File: src/rtl/serializer.sv
// Parallel-to-serial stage: takes DATA_WIDTH-bit words on valid/ready and shifts them out
// one bit per clock, back-to-back, with a one-word holding register for zero-gap streaming.
module serializer #(
  parameter int unsigned DATA_WIDTH = 32,
  parameter bit          MSB_FIRST  = 1'b1
) (
  input  logic                  clk,
  input  logic                  rst,
  input  logic [DATA_WIDTH-1:0] din,
  input  logic                  din_valid,
  output logic                  din_ready,
  output logic                  data_out,
  output logic                  frame_start,
  output logic                  busy
);

  localparam int unsigned CntW = (DATA_WIDTH > 1) ? $clog2(DATA_WIDTH) : 1;
  localparam logic [CntW-1:0] CntLast = CntW'(DATA_WIDTH - 1);

  localparam logic [0:0] StIdle  = 1'b0;
  localparam logic [0:0] StShift = 1'b1;

  logic [0:0]            r_state;
  logic [DATA_WIDTH-1:0] r_sr;
  logic [CntW-1:0]       r_cnt;
  logic [DATA_WIDTH-1:0] r_hold;
  logic                  r_hold_full;

  logic [0:0]            w_state_next;
  logic [DATA_WIDTH-1:0] w_sr_next;
  logic [CntW-1:0]       w_cnt_next;
  logic [DATA_WIDTH-1:0] w_hold_next;
  logic                  w_hold_full_next;
  logic [DATA_WIDTH-1:0] w_sr_shifted;
  logic                  w_xfer;
  logic                  w_last;

  assign din_ready = ~r_hold_full;
  assign w_xfer    = din_valid & din_ready;
  assign w_last    = (r_cnt == CntLast);

  assign w_sr_shifted = MSB_FIRST ? {r_sr[DATA_WIDTH-2:0], 1'b0} : {1'b0, r_sr[DATA_WIDTH-1:1]};

  // Outputs depend on registered state only.
  assign busy        = (r_state == StShift);
  assign data_out    = busy & (MSB_FIRST ? r_sr[DATA_WIDTH-1] : r_sr[0]);
  assign frame_start = busy & (r_cnt == '0);

  always_comb begin
    w_state_next     = r_state;
    w_sr_next        = r_sr;
    w_cnt_next       = r_cnt;
    w_hold_next      = r_hold;
    w_hold_full_next = r_hold_full;
    unique case (r_state)
      StIdle: begin
        if (w_xfer) begin
          w_sr_next    = din;
          w_cnt_next   = '0;
          w_state_next = StShift;
        end
      end
      StShift: begin
        if (w_last) begin
          w_cnt_next = '0;
          // A full hold implies din_ready=0, so no transfer can compete with it here.
          if (r_hold_full) begin
            w_sr_next        = r_hold;
            w_hold_full_next = 1'b0;
          end else if (w_xfer) begin
            w_sr_next = din;
          end else begin
            w_sr_next    = '0;
            w_state_next = StIdle;
          end
        end else begin
          w_sr_next  = w_sr_shifted;
          w_cnt_next = r_cnt + 1'b1;
          if (w_xfer) begin
            w_hold_next      = din;
            w_hold_full_next = 1'b1;
          end
        end
      end
      default: w_state_next = StIdle;
    endcase
  end

  always_ff @(posedge clk) begin
    if (rst) begin
      r_state     <= StIdle;
      r_sr        <= '0;
      r_cnt       <= '0;
      r_hold      <= '0;
      r_hold_full <= 1'b0;
    end else begin
      r_state     <= w_state_next;
      r_sr        <= w_sr_next;
      r_cnt       <= w_cnt_next;
      r_hold      <= w_hold_next;
      r_hold_full <= w_hold_full_next;
    end
  end

endmodule

File: config.mk
export PLATFORM = sky130hd
export DESIGN_NAME = serializer
export DESIGN_NICKNAME = d
export VERILOG_FILES = /design/src/rtl/serializer.sv
export SDC_FILE = /design/constraint.sdc
export NUM_CORES = 1
export LEC_CHECK = 0
export CAP_MARGIN = 20
export CORE_MARGIN = 2
export CORE_UTILIZATION = 35
export DETAILED_ROUTE_END_ITERATION = 10
export SLEW_MARGIN = 5
export SYNTH_ARGS = -nofsm -noshare
export SYNTH_HDL_FRONTEND = slang
export SYNTH_SLANG_ARGS = --single-unit
File: constraint.sdc
create_clock -name clk -period 1.8 [get_ports clk]
set_input_delay 0.36 -clock clk [delete_from_list [all_inputs] [get_ports clk]]
set_output_delay 0.36 -clock clk [all_outputs]
set_load 0.005 [all_outputs]
==> metrics.txt <==
result of the run finished, final reports clean; Final Hold Viols 0; crit path cell chain ha_4, and3_4, ha_2, buf_6, and3b_1, a31oi_1, o221ai_2; category of the worst setup path launch point flop; total via count in the routed design 3009; antenna cell count 0; arrival time reported for the critical path endpoint 2.01 ns; Clock Root Buffer sky130_fd_sc_hd__clkbuf_8; clock network latency to the later pin of the worst-skew pair 0.36 ns; unrepaired setup endpoints after global routing true; max_cap viols 0; iteration-0 DRC count of the detailed router 169; placer's final routability congestion estimate 0.788; most frequent cells in the layout sky130_fd_sc_hd__nand2_1, sky130_fd_sc_hd__dfxtp_1, sky130_fd_sc_hd__clkdlybuf4s50_1; total routed wirelength 8920 um; Detailed Place HPWL 5240 um; fraction of power consumed by sequential logic 48.5%; number of nets in the synthesized netlist 448; Total Routing Usage GR 18.1%; maximum fanout along the worst path 15; depth of the CTS H-tree 3; post-detailed-route wirelength per cell 15.1 um; count of unique library cells instantiated by Yosys 36; number of input and output port buffers inserted 38; critical path's top delay family adder cells; fin crit share 98.0%; DR DRC count 0; fraction of final layout cells sized beyond drive strength 1 19.1%; height of the die 103 um; count of endpoints failing setup in the final report 0; global route overflow 0; critical path data required time 2.04 ns; pre-CTS worst setup slack -0.0599 ns; slew at the pin closest to its max-slew limit 0.393 ns; Hold/Removal Path Class in2reg; number of placement rows 35; leakage dissipation 1.76 nW; combinational cell fraction of total power 15.8%; Syn Std Cell Area 3400 sq um; Switching Fraction 27.2%; TritonCTS buffer count 9; Cells after DPL 564; worst slew slack as a fraction of its limit 73.8%; DRT antenna net count 0; final core utilization 47.6%; Yosys reg bits 71; Final Power 3.52 mW; worst hold path stage count 2; number of cell instances on the worst register-to-register path 7; Peak VDD IR 0.396 mV; fraction of the yosys area taken by sequential cells 41.9%; Psw 0.956 mW; PnR worst setup slack 0.0367 ns; wire length of the first global-routing pass 14700 um; final period demand of the worst path 1.76 ns; iteration count of the initial detailed-routing pass 4; I/O pin count 39; design internal power 2.56 mW; initial antenna violation count 0; maximum number of pins on one net before global-route repair 36; Fin Clk Skew 0.0123 ns; critical path depth in cells 7; total power density per cell area 793 nW/um^2; clock tree buffer depth 2; Avg Synthesized Cell Area 8.30 sq um; hold buffers post-CTS 0; via count of the first global-routing pass 2866; final std cell area, no fill 4440 sq um; number of pins with negative max-slew slack in the final report 0; CP endpoint kind flop; share of power burned in the clock network 35.7%; number of nets in the final layout 496; hold slack 0.274 ns; count of buffer and inverter cells on the critical path 1; initial standard-cell utilization of the core 36.4%; most common cell after layout, fill and taps aside sky130_fd_sc_hd__nand2_1; die area 10500 sq um; Post-Layout Cell Count 590; Clock Sinks 71; number of warning messages in the yosys log 0; Peak Freq 0.567 GHz; slowest CP cell sky130_fd_sc_hd__dfxtp_4; area grow syn2layout 30.7%; CTS tree built; Post-Synthesis Cells 409; routed via count divided by cell count 5.10; register clock-pin slew on the reported worst setup and hold paths 0.09 ns; Critical Setup Path Class reg2reg; CORE AREA 9330 sq um; setup TNS after final layout 0 ns; delay of the slowest critical-path stage 0.37 ns; standard cell area after detailed placement 3970 sq um; horizontal die dimension 103 um
worst paths after layout:
| path | start | to | slack (ns) |
|---|---|---|---|
| setup / recovery | r_cnt[0] | r_sr[22] | 0.04 |
| hold / removal | rst | r_hold_full | 0.27 |
| setup reg to reg | r_cnt[0] | r_sr[22] | 0.04 |
| hold reg to reg | r_hold[26] | r_hold[26] | 0.46 |
area by class of cell:
cell class                      instances  area (sq um)
Clock buffer                            9           124
Clock inverter                          6          62.6
Fill cell                             902          4890
Inverter                               34           130
Multi-Input combinational cell        266          1740
Sequential cell                        71          1440
Tap cell                              129           161
Timing Repair Buffer                   75           785
cell families after synthesis:
logic type | after synthesis | synth area share (%)
and+or+nand+nor | 156 | 23.8
AOI/OAI and AO/OA | 104 | 22.0
DFF | 71 | 41.9
muxes | 2 | 0.590
adders and majority gates | 4 | 1.47
buffers and inverters | 72 | 10.2
state kept, by name, indices dropped and copies added, names as in the netlist:
register / flops
r_cnt: 5
r_hold_full: 1
r_sr: 32
busy: 1
r_hold: 32
cells in the mapped netlist:
master,n,area share (%)
sky130_fd_sc_hd__mux2i_1,2,0.59
sky130_fd_sc_hd__nand4bb_1,1,0.33
sky130_fd_sc_hd__nor3b_1,1,0.22
sky130_fd_sc_hd__dfxtp_1,71,42
sky130_fd_sc_hd__a21oi_1,35,5.2
sky130_fd_sc_hd__buf_2,13,1.9
sky130_fd_sc_hd__o21ai_0,2,0.29
sky130_fd_sc_hd__ha_1,4,1.5
sky130_fd_sc_hd__o221ai_1,20,5.2
sky130_fd_sc_hd__a2bb2oi_1,1,0.26
sky130_fd_sc_hd__a221oi_1,2,0.52
sky130_fd_sc_hd__and2_1,1,0.18
sky130_fd_sc_hd__nor4_1,1,0.18
sky130_fd_sc_hd__o221ai_2,9,4.0
sky130_fd_sc_hd__nor2_1,6,0.66
sky130_fd_sc_hd__inv_1,33,3.6
sky130_fd_sc_hd__and2b_1,1,0.22
sky130_fd_sc_hd__nand4_1,1,0.18
sky130_fd_sc_hd__nand3b_1,2,0.44
sky130_fd_sc_hd__buf_4,6,1.3
sky130_fd_sc_hd__a32oi_1,1,0.26
sky130_fd_sc_hd__buf_6,5,1.7
sky130_fd_sc_hd__nor2b_1,3,0.55
sky130_fd_sc_hd__a31oi_1,32,5.9
sky130_fd_sc_hd__clkbuf_1,14,1.5
sky130_fd_sc_hd__and3b_1,29,7.5
sky130_fd_sc_hd__nand3b_2,1,0.33
sky130_fd_sc_hd__inv_2,1,0.11
sky130_fd_sc_hd__nand3_1,5,0.74
sky130_fd_sc_hd__and4b_1,1,0.29
sky130_fd_sc_hd__nand2b_1,3,0.55
sky130_fd_sc_hd__and3_1,2,0.37
sky130_fd_sc_hd__nand2_1,96,11
sky130_fd_sc_hd__o32ai_1,2,0.52
sky130_fd_sc_hd__nor4bb_1,1,0.29
sky130_fd_sc_hd__or2_2,1,0.18
power groups by stage:
stage	logic [mW]	clock network (mW)	registers (mW)
2_1_floorplan	0.291	0	1.73
5_1_grt	0.610	1.36	1.72
6_report	0.556	1.26	1.71
4_1_cts	0.541	1.28	1.71
3_3_place_gp	0.469	0	1.74
3_5_place_dp	0.476	0	1.74
per-layer routing:
layer | GRT usage, % | part of all wire (%)
met2 | 27.1 | 43
met5 | 0 | 0
met4 | 6.15 | 1.3
met3 | 3.93 | 3.6
met1 | 25.7 | 52
repair_timing:
action / 4_1_cts / 5_1_grt
pin swaps: 1 / 4
cloned: 4 / 0
endpoints found under the setup margin: 61 / 53
gates resized for setup: 14 / 28
setup buffers: 7 / 1
Power figures use the tool's default switching activity.
==> patch, RTL diff (same settings) <==
`DATA_WIDTH`: 32 -> 128.
--- a/src/rtl/serializer.sv
+++ b/src/rtl/serializer.sv
@@ -1,7 +1,7 @@
 // Parallel-to-serial stage: takes DATA_WIDTH-bit words on valid/ready and shifts them out
 // one bit per clock, back-to-back, with a one-word holding register for zero-gap streaming.
 module serializer #(
-  parameter int unsigned DATA_WIDTH = 32,
+  parameter int unsigned DATA_WIDTH = 128,
   parameter bit          MSB_FIRST  = 1'b1
 ) (
   input  logic                  clk,
Interface: changed (resized din); port bits go from 39 to 135. No check against the original RTL was run, so the function may have changed too.
==> patch against the unedited design <==
The run now ends with negative setup slack left. Worst setup slack worse by 0.11 ns. Sequential cell count increased by 194. Sequential power rose to 3.8 times the old value. Worst hold slack better by 0.072 ns. Routed wire length rose to 4.4 times the old value. Register-to-register slack lost 0.06 ns. Cell count rose to 3.8 times the old value. Cell area rose to 3.6 times the old value. Critical endpoint is now frame_start. Total power grew to 4.3 times the old value. Area after synthesis increased to 3.7 times the old value.
==> patch: results (changes against the unedited design) <==
<table>
<tr><th>Metric</th><th>Value</th></tr>
<tr><th colspan="2">Final layout</th></tr>
<tr><td>Layout Area Growth over Synthesis</td><td>30.3% (was 30.7%)</td></tr>
<tr><td>Footprint of the flip-flops and latches</td><td>5320 um^2 (was 1440 um^2)</td></tr>
<tr><td>Regs by FF count</td><td>r_hold (128), r_sr (128), r_cnt (7) (was r_hold (32), r_sr (32), r_cnt (5))</td></tr>
<tr><td>Area of the multi-input gates</td><td>6540 um^2 (was 1740 um^2)</td></tr>
<tr><td>Number of nets in the layout</td><td>1906 (was 496)</td></tr>
<tr><td>Inverters, non-clock</td><td>5 (was 34)</td></tr>
<tr><td>Non-clock buffer share of cell area</td><td>16.6% (was 17.7%)</td></tr>
<tr><td>Non-Clock Buffer Count</td><td>232 (was 75)</td></tr>
<tr><td>Count of fill cells added during filler insertion</td><td>3423 (was 902)</td></tr>
<tr><th colspan="2">Timing</th></tr>
<tr><td>Setup violations, final</td><td>4 (was 0)</td></tr>
<tr><td>Final worst clock skew</td><td>0.00712 ns (was 0.0123 ns)</td></tr>
<tr><td>Post-route setup slack</td><td>-0.0757 ns (was 0.0367 ns)</td></tr>
<tr><td>Summed negative setup slack over all endpoints</td><td>-0.104 ns (was 0 ns)</td></tr>
<tr><th colspan="2">Global route</th></tr>
<tr><td>Initial antenna violation count</td><td>3 (was 0)</td></tr>
<tr><td>Largest net degree at the start of global routing</td><td>75 (was 36)</td></tr>
<tr><td>Wire length of the first global-routing pass</td><td>60.8 mm (was 14.7 mm)</td></tr>
<tr><th colspan="2">Run status</th></tr>
<tr><td>Result of the run</td><td>complete, but fails checks (was finished, final reports clean)</td></tr>
<tr><td>Violated checks</td><td>negative setup slack</td></tr>
<tr><th colspan="2">Pwr</th></tr>
<tr><td>Part of the total power dissipated in sequential elements</td><td>42.9% (was 48.5%)</td></tr>
<tr><th colspan="2">Synth</th></tr>
<tr><td>Synthesis-stage register bit count</td><td>265 (was 71)</td></tr>
<tr><td>Gate Count Post-Synth</td><td>1665 (was 409)</td></tr>
<tr><td>Count of cell types in the netlist</td><td>35 (was 36)</td></tr>
<tr><td>Top post-synthesis cells by area</td><td>dfxtp_1 43%, nand2_1 15%, a21oi_1 8.1%, and3_1 6.1%, a211oi_1 4.1% (was dfxtp_1 42%, nand2_1 11%, and3b_1 7.5%, a31oi_1 5.9%, a21oi_1 5.2%)</td></tr>
<tr><td>Multiplexer share of the synthesized area</td><td>0% (was 0.590%)</td></tr>
<tr><th colspan="2">Placed design</th></tr>
<tr><td>Placed instance area</td><td>14600 um^2 (was 3970 um^2)</td></tr>
<tr><td>Gpl congestion</td><td>0.789 (was 0.788)</td></tr>
<tr><th colspan="2">Drt</th></tr>
<tr><td>Sum of routed wire length over all layers</td><td>39.6 mm (was 8.92 mm)</td></tr>
<tr><th colspan="2">Setup path</th></tr>
<tr><td>R2r endpoint</td><td>r_sr[11] (was r_sr[22])</td></tr>
<tr><th colspan="2">Die</th></tr>
<tr><td>Floorplan die width</td><td>192 um (was 103 um)</td></tr>
</table>
## patch: cell types whose count changed after synthesis, sizes merged, moves of 66 or more
cell	change
and3	+118
nand2	+387
and2	+66
dfxtp	+194
a21oi	+166
nor2	+66
a211oi	+68
clkbuf	+75
o21ai	+68
## patch: routing by layer
layer  vias to the layer above  part of all wire [%]  global-route usage, %
li1                       5948                     -                      -
met1                      5879                    45                   26.9
met2                       311                    48                   34.1
met3                        51                   5.3                   2.96
met4                         6                   1.8                   4.52
met5                         -                  0.10                      0
## patch: how the worst max path moves through the flow
stage | slack [ns] | end | cells after the start
after floorplan | 0.10 | r_sr[101] | 8
after global placement | -0.20 | r_hold[103] | 8
after detailed placement | -0.25 | r_sr[61] | 6
after CTS | -0.15 | frame_start | 5
after global routing | -0.14 | frame_start | 5
final | -0.08 | frame_start | 5
## patch: cells by family after synthesis
logic type	after synthesis
DFF	265
and+or+nand+nor	766
AOI/OAI and AO/OA	471
buffers and inverters	161
adders and majority gates	2
